### src/rtl/bi_serial_loader.sv
// MSB-first serial-to-parallel word loader with valid/ready hold and malformed-frame flagging.
// Optional trailing even-parity bit per frame when BI_LOADER_PARITY_EN is defined.
module bi_serial_loader #(
    parameter int WORD_W      = 12,
    parameter int TIMEOUT_CYC = 255
) (
    input  logic              clk,
    input  logic              rst_n,
    input  logic              sin_start,
    input  logic              sin_valid,
    input  logic              sin_data,
    output logic [WORD_W-1:0] bi_out,
    output logic              bi_valid,
    input  logic              bi_ready,
    output logic              frame_err,
    output logic              busy
);

`ifdef BI_LOADER_PARITY_EN
    localparam int FRAME_W = WORD_W + 1;
`else
    localparam int FRAME_W = WORD_W;
`endif
    // The shift register holds every frame bit except the one being sampled last.
    localparam int SR_W  = FRAME_W - 1;
    localparam int CNT_W = $clog2(WORD_W + 2);
    localparam int TMO_W = $clog2(TIMEOUT_CYC + 1);

    localparam logic [CNT_W-1:0] LAST_BIT = CNT_W'(FRAME_W - 1);
    localparam logic [TMO_W-1:0] TMO_LAST = TMO_W'(TIMEOUT_CYC - 1);
    localparam logic [TMO_W-1:0] TMO_MAX  = TMO_W'(TIMEOUT_CYC);

    typedef enum logic [1:0] {
        IDLE,
        SHIFT,
        HOLD
    } stateT;

    stateT             state, stateNext;
    logic [SR_W-1:0]   sr, srNext;
    logic [CNT_W-1:0]  bitCnt, bitCntNext;
    logic [TMO_W-1:0]  tmoCnt, tmoCntNext;
    logic [WORD_W-1:0] outNext;
    logic              validNext;
    logic              errNext;
    logic [SR_W-1:0]   srShifted;

    assign srShifted = {sr[SR_W-2:0], sin_data};

    always_ff @(posedge clk or negedge rst_n) begin
        if (!rst_n) begin
            state     <= IDLE;
            sr        <= '0;
            bitCnt    <= '0;
            tmoCnt    <= '0;
            bi_out    <= '0;
            bi_valid  <= 1'b0;
            frame_err <= 1'b0;
            busy      <= 1'b0;
        end else begin
            state     <= stateNext;
            sr        <= srNext;
            bitCnt    <= bitCntNext;
            tmoCnt    <= tmoCntNext;
            bi_out    <= outNext;
            bi_valid  <= validNext;
            frame_err <= errNext;
            busy      <= (stateNext != IDLE);
        end
    end

    always_comb begin
        stateNext  = state;
        srNext     = sr;
        bitCntNext = bitCnt;
        tmoCntNext = tmoCnt;
        outNext    = bi_out;
        validNext  = bi_valid;
        errNext    = 1'b0;

        case (state)
            IDLE: begin
                if (sin_start) begin
                    stateNext  = SHIFT;
                    srNext     = '0;
                    bitCntNext = '0;
                    tmoCntNext = '0;
                end
            end

            SHIFT: begin
                // A new start aborts the partial frame and begins a fresh one.
                if (sin_start) begin
                    errNext    = 1'b1;
                    srNext     = '0;
                    bitCntNext = '0;
                    tmoCntNext = '0;
                end else if (sin_valid) begin
                    tmoCntNext = '0;
                    bitCntNext = bitCnt + CNT_W'(1);
                    if (bitCnt == LAST_BIT) begin
`ifdef BI_LOADER_PARITY_EN
                        if ((^sr) ^ sin_data) begin
                            errNext   = 1'b1;
                            stateNext = IDLE;
                        end else begin
                            stateNext = HOLD;
                            outNext   = sr;
                            validNext = 1'b1;
                        end
`else
                        stateNext = HOLD;
                        outNext   = {sr, sin_data};
                        validNext = 1'b1;
`endif
                    end else begin
                        srNext = srShifted;
                    end
                end else if (tmoCnt >= TMO_LAST) begin
                    errNext    = 1'b1;
                    stateNext  = IDLE;
                    tmoCntNext = TMO_MAX;
                end else begin
                    tmoCntNext = tmoCnt + TMO_W'(1);
                end
            end

            HOLD: begin
                // A start coinciding with the handshake chains straight into the next frame.
                if (bi_valid && bi_ready) begin
                    validNext = 1'b0;
                    if (sin_start) begin
                        stateNext  = SHIFT;
                        srNext     = '0;
                        bitCntNext = '0;
                        tmoCntNext = '0;
                    end else begin
                        stateNext = IDLE;
                    end
                end else if (sin_start) begin
                    errNext = 1'b1;
                end
            end

            default: begin
                stateNext = IDLE;
                validNext = 1'b0;
            end
        endcase
    end

endmodule

### config.mk
export PLATFORM = sky130hd
export DESIGN_NAME = bi_serial_loader
export DESIGN_NICKNAME = d
export VERILOG_FILES = /design/src/rtl/bi_serial_loader.sv
export SDC_FILE = /design/constraint.sdc
export NUM_CORES = 1
export LEC_CHECK = 0
export BUFFER_PORTS_ARGS = -buffer_cell sky130_fd_sc_hd__buf_2
export CAP_MARGIN = 20
export CORE_MARGIN = 2
export CORE_UTILIZATION = 52
export CTS_CLUSTER_DIAMETER = 40
export DETAILED_ROUTE_END_ITERATION = 12
export GPL_TIMING_DRIVEN = 1
export PLACE_DENSITY = 0.75
export SYNTH_ARGS = -nofsm -noshare
export SYNTH_HDL_FRONTEND = slang
export SYNTH_SLANG_ARGS = --single-unit
### constraint.sdc
create_clock -name clk -period 1.8 [get_ports clk]
set_clock_uncertainty 0.05 [all_clocks]
set_input_delay 0.18 -clock clk [delete_from_list [all_inputs] [get_ports clk]]
set_output_delay 0.18 -clock clk [all_outputs]
set_load 0.01 [all_outputs]
## Word-level counts from Yosys, hierarchy flattened

Index checks and enable logic that the tools add are counted.

| word-level totals | value |
|---|---|
| register bits after elaboration | 40 |
| bits of input ports | 6 |
| output and inout port bits | 15 |
| logic and storage cells | 67 |

| cells by class | value |
|---|---|
| add/subtract/negate cells | 2 |
| $lt $le $gt $ge | 1 |
| eq/ne operators | 9 |
| multiplexer cells | 36 |
| bitwise operators | 2 |
| reduce and logical (&&, ||, !) cells | 9 |

Operator list:

| operator | count |
|---|---|
| 11-bit two-way mux | 5 |
| 8-bit two-way mux | 5 |
| 11-bit one-hot mux with 3 select lines | 1 |
| 8-bit one-hot mux with 3 select lines | 1 |
| 4-bit two-way mux | 4 |
| 2-bit two-way mux | 6 |
| 4-bit one-hot mux with 3 select lines | 1 |
| 1-bit two-way mux | 10 |
| 8-bit by 1-bit adder with 8-bit output, second input constant | 1 |
| 8-bit >= comparator, second input constant | 1 |
| 2-bit inequality test, second input constant | 4 |
| 4-bit AND reduction | 2 |
| 3-bit inequality test, second input constant | 2 |
| 2-bit one-hot mux with 3 select lines | 1 |
| 5-bit AND reduction | 1 |
| 4-bit by 1-bit adder with 4-bit output, second input constant | 1 |
| 4-bit == test, second input constant | 1 |
| 1-bit one-hot mux with 3 select lines | 1 |
| 3-bit AND reduction | 1 |
| 3-bit nonzero test | 1 |
| 2-bit by 1-bit == test with 1-bit output, second input constant | 1 |
| 2-bit == test, second input constant | 1 |
| 2-bit logical NOT | 1 |
| 1-bit inverter | 2 |
| other kinds (4) | 4 |

## Logic depth before layout (Yosys ltp)

Gate-level depths: netlist (run 1).

| depth | value |
|---|---|
| depth in word-level cells | 6 |
| depth in mapped cells | 8 |
| gate-level depth less buffers | 6 |

## Least setup slack after synthesis (run 1)

No wires, ideal clock.

| timing | value |
|---|---|
| path type | register to register |
| from | reg state[0] |
| to | reg bitCnt[3] |
| library setup time | 0.079 ns |
| data arrival time | 1.744 ns |
| required time | 1.671 ns |
| path slack | -0.074 ns |
| cell stages (with the launch flop) | 8 |
| path buffers | 1 |
| period minus slack after synthesis | 1.874 ns |
| cell sequence | dfrtp_1 inv_1 ha_1 a21boi_2 a211o_1 buf_2 or3_1 mux2i_1 |

| between the ends | value |
|---|---|
| cells in the longest elaborated chain, start to end | 3 |
| elaborated cells between the ends (all ways) | 8 |
| classes of those cells | 4 x eq/ne; 1 x mux; 3 x reduce/logical |

Ends and longest elaborated chain:

| what | RTL line | text |
|---|---|---|
| from (decl) | 39 | `stateT state, stateNext;` |
| from (signal assigned) | 61 | `state <= stateNext;` |
| 2-bit by 1-bit == test with 1-bit output (tied with other cells) | 81 | `case (state)` |
| 3-bit inequality test (no line) (tied with other cells) | - |  |
| 3-bit AND reduction (no line) | - |  |
| to (signal assigned) | 63 | `bitCnt <= bitCntNext;` |
| to (decl) | 41 | `logic [CNT_W-1:0] bitCnt, bitCntNext;` |

Parallel ways exist; a longest one is shown, timed or not.
A chain may end at the register's enable or synchronous reset.

## Worst setup path after layout (run 1)

| timing | value |
|---|---|
| from | reg state[1] |
| to | reg sr[8] |

| between the ends | value |
|---|---|
| cells in the longest elaborated chain, start to end | 3 |
| elaborated cells between the ends (all ways) | 9 |
| classes of those cells | 5 x eq/ne; 1 x mux; 3 x reduce/logical |

Ends and longest elaborated chain:

| what | RTL line | text |
|---|---|---|
| 2-bit by 1-bit == test with 1-bit output (tied with other cells) | 81 |  |
| 3-bit inequality test (no line) (tied with other cells) | - |  |
| 4-bit AND reduction (no line) | - |  |
| to (signal assigned) | 62 | `sr <= srNext;` |
| to (decl) | 40 | `logic [SR_W-1:0] sr, srNext;` |

Parallel ways exist; a longest one is shown, timed or not.

==> summary.txt, run 1 <==
Global route
  • Initial antenna violation count: 0
  • Global-route wire length before repair: 7070 um
  • Gr ovfl total: 0
  • Pin count of the biggest net entering global routing: 41
  • Tot GR Track Use: 22.0%
  • Vias in the first global route: 1505

Yosys
  • Ys Warns: 0
  • Cell Area, Synth: 1940 um^2
  • Sequential-to-total area share from yosys stat: 51.5%
  • Post-synth top area share: 51.5%
  • Post-synthesis net count: 195
  • #FFs+latches synth: 40
  • Post-synth top area cell: dfrtp_1
  • Synth cell types: 40
  • Syn avg cell area: 10.7 um^2
  • Synth top area cells: dfrtp_1 (51%), mux2_2 (6.9%), o21ai_0 (5.9%)
  • Syn Inst Count: 182

Floorplanning
  • Core area: 3630 um^2
  • Starting density of the core: 53.5%
  • Die Ht: 65.2 um
  • Die X: 65.2 um
  • Rows: 22
  • Top Ports: 21
  • Die area: 4240 um^2

Worst setup path
  • CP endpoint kind: flip-flop
  • Worst EP arrival: 1.89 ns
  • WP data required: 1.93 ns
  • CP delay by family, top: compound AO/OA/AOI/OAI gates
  • CP startpoint kind: flip-flop
  • Max stage delay on crit path: 0.45 ns
  • Critical path cell sequence: ha_2 > a21boi_4 > a211o_1 > buf_6 > o21ai_0 > o31ai_1
  • CP Max Fanout: 21
  • Crit-path slowest cell: dfrtp_2
  • Setup Crit Path Kind: reg -> reg
  • Buf+Inv Stages, Crit Path: 1

Final layout
  • Area of the multi-input gates: 947 um^2
  • Fillers: 297
  • Commonest non-fill, non-tap cell in the layout: dfrtp_1
  • Final core occ: 66.4%
  • Layout cells sized above 1: 35.7%
  • Sequential cell area: 1000 um^2
  • Commonest cells after routing, fill and taps aside: dfrtp_1 (39), buf_2 (21), o21ai_0 (18), buf_4 (16), mux2_2 (12)
  • Diode count: 0
  • Area growth from synthesis to layout: 24.1%
  • Layout Nets: 233

Clock network
  • # H-tree levels: 2
  • Clk sinks: 40
  • Longest Clk Path Bufs: 2
  • CTS root buf: clkbuf_8
  • Clk pin slew, worst setup/hold paths: 0.08 ns
  • TritonCTS clock tree: built
  • Worst skew pair latency: 0.30 ns
  • CTS Buf Count: 5

Timing
  • Worst slew pin tran: 0.493 ns
  • Tcrit/Tclk final: 97.9%
  • Max-slew violation count: 0
  • # setup viols final: 0
  • Final Hold Vio Count: 0
  • FMAX: 568 MHz
  • Setup_tns: 0 ns
  • Slew margin rel.: 67.2%
  • Tmin final: 1.76 ns

Placed design
  • Half-perimeter wire length after placement: 2790 um
  • I/O Buffers: 20
  • Gpl congestion: 0.881

Routing
  • DRT Wirelength: 4440 um
  • Vias per cell: 5.91
  • Vias: 1589
  • DRT antenna net count: 0
  • DR pass1 iterations: 4
  • DRC: 0
  • Routed WL per cell: 16.5 um
  • Starting DRT DRC Count: 138

Pwr
  • Peak supply drop: 0.419 mV
  • Leakage power: 1.10 nW
  • Power per standard cell area: 705 nW/um^2
  • Overall power: 0.00170 W

Run status
  • Status: completed

Hold path
  • Worst min-delay path class: in -> reg

Job
  • Max-cap violations: 0
## state kept, by name, indices dropped and copies added, names as in the netlist
signal,flops
bitCnt,4
bi_out,12
frame_err,1
bi_valid,1
state,2
busy,1
tmoCnt,8
sr,11
## final timing paths
| check | startpoint | end | depth (start not counted) | slack, ns |
|---|---|---|---|---|
| worst max-delay path | state[1] | sr[8] | 6 | 0.04 |
| worst min-delay path | sin_data | sr[0] | 3 | 0.08 |
| worst max register to register | state[1] | sr[8] | 6 | 0.04 |
| worst min register to register | bitCnt[3] | bitCnt[3] | 1 | 0.45 |
| max in group asynchronous | rst_n | state[1] | 3 | 0.93 |
| min in group asynchronous | rst_n | bi_out[2] | 3 | 0.41 |
## routing by layer
| layer | vias to the layer above | GRT usage (%) | share of wire, % |
|---|---|---|---|
| li1 | 751 | - | - |
| met1 | 773 | 30.0 | 45 |
| met2 | 56 | 33.8 | 47 |
| met3 | 9 | 5.65 | 5.3 |
| met4 | 0 | 9.11 | 2.0 |
| met5 | - | 0 | 0 |
## worst reg2reg max path: cells and delay by family, from the launching register on
family | cells | cell delay [ns]
adders and majority gates | 1 | 0.19
AOI/OAI and AO/OA | 4 | 0.75
buffers and inverters | 1 | 0.19
DFF | 1 | 0.45
## cell usage after synthesis, drive strengths merged
| cell type | instances |
|---|---|
| dfrtp | 40 |
| o21ai | 25 |
| mux2 | 12 |
| nand2 | 11 |
| o31ai | 11 |
| ha | 7 |
| a21oi | 6 |
| clkbuf | 6 |
| inv | 6 |
| nor2 | 6 |
| buf | 4 |
| nand3 | 4 |
| nand4 | 4 |
| a2bb2oi | 3 |
| a31oi | 3 |
| nor2b | 3 |
| o211ai | 3 |
| a211oi | 2 |
| a21boi | 2 |
| nand2b | 2 |
| nand3b | 2 |
| nor3 | 2 |
| nor4 | 2 |
| o21a | 2 |
| o22a | 2 |
| or2 | 2 |
| a211o | 1 |
| a21o | 1 |
| a311oi | 1 |
| mux2i | 1 |
| nand4b | 1 |
| o2111ai | 1 |
| o32a | 1 |
| o41ai | 1 |
| or3 | 1 |
| or3b | 1 |
## where the power goes
group,internal (W),switching [W]
combinational,0.0000161,0.0000340
sequential,0.000904,0.00000679
clock,0.000410,0.000329
total,0.00133,0.000369
## layout make-up
cell class	instances	share of cell area (%)
clock buffers	5	2.85
clock inverters	3	1.76
inverters	6	0.934
multi-input cells	126	39.3
flip-flops and latches	40	41.5
well taps	48	2.49
repair buffers	41	11.2
## logic make-up after synthesis
family                   count (synthesis)  share of synthesized area [%]
AND/OR/NAND/NOR                         41                           11.0
flip-flops                              40                           51.5
multiplexers                            13                           7.46
buffers and inverters                   16                           3.47
adder cells (fa/ha/maj)                  7                           4.50
AO/OA/AOI/OAI                           65                           22.1
## metrics by stage
stage                     hold slack (ns)  instances  setup WS (ns)  instance area (um^2)
final                              0.0761        269         0.0386                  2410
after global routing               0.0734        269        -0.0381                  2410
after CTS                          0.0731        264         0.0150                  2300
after detailed placement            0.217        254       -0.00802                  2170
after global placement              0.208        254       0.000335                  2170
after floorplan                    -0.166        182         0.0216                  1960
## what timing repair did
action	4_1_cts	5_1_grt
buffers inserted	1	4
endpoints found under the setup margin	10	32
hold buffers	1	0
resized for setup	1	23
hold endpoints to repair	40	0
pin swaps	0	1
cloned	0	1
(Power assumes the default switching activity.)
==> run 2: changes to the inputs <==
==> constraint.sdc (replaced) <==
create_clock -name clk -period 1.8 [get_ports clk]
set_clock_uncertainty 0.05 [all_clocks]
set_input_delay 0.36 -clock clk [delete_from_list [all_inputs] [get_ports clk]]
set_output_delay 0.36 -clock clk [all_outputs]
set_load 0.01 [all_outputs]
==> run 2 against run 1 <==
Worst setup slack improved by 0.00060 ns. Clock power decreased by 23%. Largest power group unchanged. Fmax about the same. Sequential power about the same. Cell count decreased by 1.9%.
==> summary.txt, run 2 (same netlist as run 1, synthesis figures left out) <==
Run status
  • Status: completed

Final layout
  • Largest reg by FF count: bi_out
  • Layout cells sized above 1: 32.9%
  • Layout Nets: 229
  • Sequential cell area: 1000 um^2
  • Area of the multi-input gates: 940 um^2
  • Commonest cells after routing, fill and taps aside: dfrtp_1 (39), buf_2 (20), o21ai_0 (19), buf_4 (13), mux2_2 (12)
  • Top flop regs: bi_out: 12 flops, sr: 11 flops, tmoCnt: 8 flops
  • Final Non-Filler Cells: 264
  • Area growth from synthesis to layout: 20.8%
  • Commonest non-fill, non-tap cell in the layout: dfrtp_1
  • Fillers: 284
  • Largest register FFs: 12
  • Diode count: 0

Timing
  • Hold Worst Slack: 0.0573 ns
  • Worst slew pin tran: 0.489 ns
  • Slew margin rel.: 67.4%
  • Tmin final: 1.76 ns
  • Final Hold Vio Count: 0
  • RSZ-0062 raised after global routing: yes
  • Tcrit/Tclk final: 97.8%
  • Setup_tns: 0 ns
  • FMAX: 568 MHz
  • # setup viols final: 0
  • Max-slew violation count: 0

Job
  • Max-cap violations: 0

Routing
  • DR pass1 iterations: 4
  • Starting DRT DRC Count: 74
  • Vias per cell: 5.94
  • DRT Wirelength: 4110 um
  • DRT antenna net count: 0
  • Routed WL per cell: 15.6 um
  • DRC: 0
  • Vias: 1568

Pwr
  • Comb power frac: 3.1%
  • Sequential power share: 59.6%
  • Switching Share: 22.5%
  • Power per standard cell area: 650 nW/um^2
  • Leakage power: 1.12 nW
  • P_sw: 0.000343 W
  • Internal power: 0.00118 W
  • Clock power share: 37.3%
  • Peak supply drop: 0.505 mV

Worst setup path
  • CP Max Fanout: 22
  • CP endpoint kind: flip-flop
  • Buf+Inv Stages, Crit Path: 2
  • Worst EP arrival: 1.90 ns
  • CP startpoint kind: flip-flop
  • Crit-path slowest cell: dfrtp_1
  • CP delay by family, top: compound AO/OA/AOI/OAI gates
  • Setup Crit Path Kind: reg -> reg
  • WP data required: 1.93 ns
  • Max stage delay on crit path: 0.40 ns
  • Critical path cell sequence: inv_1 > ha_2 > a21boi_4 > a211o_1 > buf_6 > o41ai_4

Placed design
  • Gpl congestion: 0.863
  • Placed cell count: 253
  • Half-perimeter wire length after placement: 2690 um
  • I/O Buffers: 20

Clock network
  • # H-tree levels: 2
  • CTS root buf: clkbuf_8
  • Worst skew pair latency: 0.29 ns
  • TritonCTS clock tree: built
  • Clk pin slew, worst setup/hold paths: 0.08 ns
  • CTS Buf Count: 5
  • Cts hold-fix bufs: 0
  • Clk sinks: 40
  • Longest Clk Path Bufs: 2

Floorplanning
  • Rows: 22
  • Die X: 65.2 um
  • Starting density of the core: 53.5%
  • Die Ht: 65.2 um
  • Die area: 4240 um^2
  • Core area: 3630 um^2
  • Top Ports: 21

Global route
  • Vias in the first global route: 1504
  • Gr ovfl total: 0
  • Pin count of the biggest net entering global routing: 41
  • Initial antenna violation count: 0
  • Global-route wire length before repair: 6910 um
  • Tot GR Track Use: 21.5%

Hold path
  • Worst min-delay path class: in -> async
run 2: area by class of cell:
class | instances | area share [%]
clock buffer | 5 | 2.93
tap | 48 | 2.56
timing repair buffer | 37 | 10.3
multi-input combinational | 126 | 40.0
clock inverter | 2 | 0.533
inverter | 6 | 0.959
sequential | 40 | 42.7
run 2: repair_timing:
action,4_1_cts,5_1_grt
setup buffers,1,2
resized for setup,3,18
pin swaps,0,2
gates cloned,0,1
setup endpoints to repair,13,34
hold endpoints to repair,0,0
run 2: path summary, 6_finish.rpt:
path | startpoint | to | slack (ns) | cells past startpoint
worst min-delay path | rst_n | bi_out[10] | 0.06 | 2
max in group asynchronous | rst_n | state[1] | 1.28 | 2
worst max-delay path | state[0] | sr[10] | 0.04 | 6
min in group clk | sin_data | bi_out[0] | 0.28 | 2
worst max register to register | state[0] | sr[10] | 0.04 | 6
worst min register to register | tmoCnt[6] | tmoCnt[6] | 0.45 | 1
run 2: routing by layer:
metal | part of all wire (%) | up-vias | routed length [um] | global-route usage, %
met5 | 0 | - | 0 | 0
met4 | 2.0 | 0 | 81 | 8.85
met3 | 4.0 | 9 | 163 | 4.79
met2 | 48 | 38 | 1980 | 34.4
met1 | 46 | 777 | 1890 | 28.4
li1 | - | 744 | - | -
run 2: metrics by stage:
stage	area [um^2]	util [%]	setup slack, ns	total power [W]
5_1_grt	2350	64.6	-0.0191	0.00159
2_1_floorplan	1960	-	0.0216	0.000942
3_3_place_gp	2170	59.6	-0.00642	0.000974
6_report	2350	64.6	0.0392	0.00153
4_1_cts	2270	62.4	0.0137	0.00154
3_5_place_dp	2170	59.6	-0.0747	0.000975
run 2: power groups by stage:
stage	combinational, W	sequential (W)	clock, W
6_report	0.0000471	0.000910	0.000569
5_1_grt	0.0000550	0.000911	0.000625
4_1_cts	0.0000480	0.000909	0.000583
3_5_place_dp	0.0000482	0.000927	0
3_3_place_gp	0.0000468	0.000927	0
2_1_floorplan	0.0000140	0.000928	0
==> run 3: changes to the inputs <==
Settings changed: MAX_ROUTING_LAYER set to met4.
==> run 3 against run 2 <==
First-iteration DRC count is 11% higher. Hold slack better by 0.22 ns. Fmax hardly changed. Wire length is 8.2% higher. Critical path type unchanged.
==> summary.txt, run 3 (same netlist as run 1, synthesis figures left out) <==
Run status
  • Status: completed

Worst setup path
  • CP Max Fanout: 5
  • CP endpoint kind: flip-flop
  • Worst EP arrival: 1.92 ns
  • Setup Crit Path Kind: reg -> reg
  • Critical path cell sequence: ha_2 > a21boi_4 > a211o_4 > or3_1 > mux2i_1
  • Max stage delay on crit path: 0.42 ns
  • CP startpoint kind: flip-flop
  • WP data required: 1.96 ns
  • Reg2Reg Setup Slack: 0.04 ns
  • Crit-path slowest cell: dfrtp_1

Routing
  • Vias: 1606
  • Vias per cell: 5.99
  • Routed WL per cell: 16.6 um
  • DRT Wirelength: 4450 um
  • DRC: 0
  • Starting DRT DRC Count: 82
  • DRT antenna net count: 0
  • DR pass1 iterations: 5

Final layout
  • Commonest non-fill, non-tap cell in the layout: dfrtp_1
  • Layout cells sized above 1: 34.1%
  • Largest reg by FF count: bi_out
  • Diode count: 0
  • Largest register FFs: 12
  • Area growth from synthesis to layout: 23.9%
  • Final core occ: 66.3%
  • Layout Nets: 232
  • Commonest cells after routing, fill and taps aside: dfrtp_1 (40), buf_2 (20), buf_4 (17), o21ai_0 (15), mux2_2 (12)
  • Top flop regs: bi_out: 12 flops, sr: 11 flops, tmoCnt: 8 flops
  • Fillers: 305

Timing
  • FMAX: 568 MHz
  • Final Hold Vio Count: 0
  • # setup viols final: 0
  • Max-slew violation count: 0
  • Tcrit/Tclk final: 97.9%
  • Slew margin rel.: 65.6%
  • Worst slew pin tran: 0.516 ns
  • Tmin final: 1.76 ns

Pwr
  • Power per standard cell area: 725 nW/um^2
  • Overall power: 0.00175 W
  • Peak supply drop: 0.611 mV
  • Switching Share: 21.1%
  • Comb power frac: 3.2%
  • Sequential power share: 52.1%
  • Internal power: 0.00138 W
  • P_sw: 0.000368 W
  • Leakage power: 1.10 nW
  • Clock power share: 44.7%

Job
  • Max-cap violations: 0

Global route
  • Tot GR Track Use: 23.3%
  • Vias in the first global route: 1553
  • Initial antenna violation count: 0
  • Gr ovfl total: 0
  • Pin count of the biggest net entering global routing: 23
  • Global-route wire length before repair: 7340 um

Clock network
  • Longest Clk Path Bufs: 2
  • Clk pin slew, worst setup/hold paths: 0.08 ns
  • Worst skew pair latency: 0.30 ns
  • Clk sinks: 40
  • CTS root buf: clkbuf_8
  • # H-tree levels: 2
  • TritonCTS clock tree: built
  • CTS Buf Count: 5

Placed design
  • I/O Buffers: 20
  • Half-perimeter wire length after placement: 3020 um
  • Gpl congestion: 0.849

Floorplanning
  • Die Ht: 65.2 um
  • Die area: 4240 um^2
  • Rows: 22
  • Top Ports: 21
  • Die X: 65.2 um
  • Core area: 3630 um^2
  • Starting density of the core: 53.5%

Hold path
  • Worst min-delay path class: in -> reg
## run 3: changes by cell type in the layout (fill, tap and decap cells not counted), moves of 3 or more
| cell | before | now |
|---|---|---|
| buf_6 | 4 | 1 |
| buf_4 | 13 | 17 |
| o21ai_1 | 5 | 9 |
| o21ai_0 | 19 | 15 |
## run 3: metrics by stage
step	cell area, um^2	cells	setup TNS, ns	worst slack, ns	hold WS (ns)
floorplan	1960	182	0	0.0216	0.0144
global placement	2220	258	0	0.00776	0.292
detailed placement	2220	258	0	0.0174	0.314
CTS	2360	268	0	0.0118	0.267
global route	2410	268	-0.00585	-0.00585	0.273
finish	2410	268	0	0.0386	0.274
## run 3: power by group through the flow
stage | combinational [W] | clock, W | sequential, W
CTS | 0.0000567 | 0.000792 | 0.000910
floorplan | 0.0000140 | 0 | 0.000928
detailed placement | 0.0000553 | 0 | 0.000928
finish | 0.0000562 | 0.000781 | 0.000911
global placement | 0.0000522 | 0 | 0.000927
global route | 0.0000635 | 0.000830 | 0.000912
## run 3: final timing paths
kind	cells past startpoint	to	from
min reg2reg	1	bi_out[5]	bi_out[5]
min	3	sr[0]	sin_data
min in group asynchronous	2	state[0]	rst_n
max in group asynchronous	3	sr[4]	rst_n
max	5	bitCnt[3]	state[1]
max reg2reg	5	bitCnt[3]	state[1]
## run 3: final cells by class
| class | instances | area [um^2] | share of cell area, % |
|---|---|---|---|
| Inverter | 6 | 22.5 | 0.935 |
| Multi-Input combinational cell | 126 | 936 | 38.8 |
| Sequential cell | 40 | 1000 | 41.5 |
| Tap cell | 48 | 60.1 | 2.49 |
| Clock inverter | 2 | 38.8 | 1.61 |
| Clock buffer | 6 | 82.6 | 3.43 |
| Timing Repair Buffer | 40 | 269 | 11.2 |
## run 3: critical path: cells and delay by family, from the launching register on
kind                     cells  cell delay (ns)
adder cells (fa/ha/maj)      1             0.20
multiplexers                 1             0.18
flip-flops                   1             0.42
AND/OR/NAND/NOR              1             0.34
AO/OA/AOI/OAI                2             0.49
## run 3: routing by layer
metal / track usage [%] / up-vias / part of all wire (%)
met2: 36.9 / 47 / 50
met4: 7.29 / 0 / 1.3
met5: - / - / 0
li1: - / 751 / -
met3: 5.99 / 10 / 5.1
met1: 29.9 / 798 / 44
## run 3: what timing repair did
item,in CTS,in global routing
pin swaps,2,1
setup buffers,1,0
hold buffers,1,0
endpoints found under the setup margin,3,36
hold endpoints to repair,19,0
resized for setup,1,18
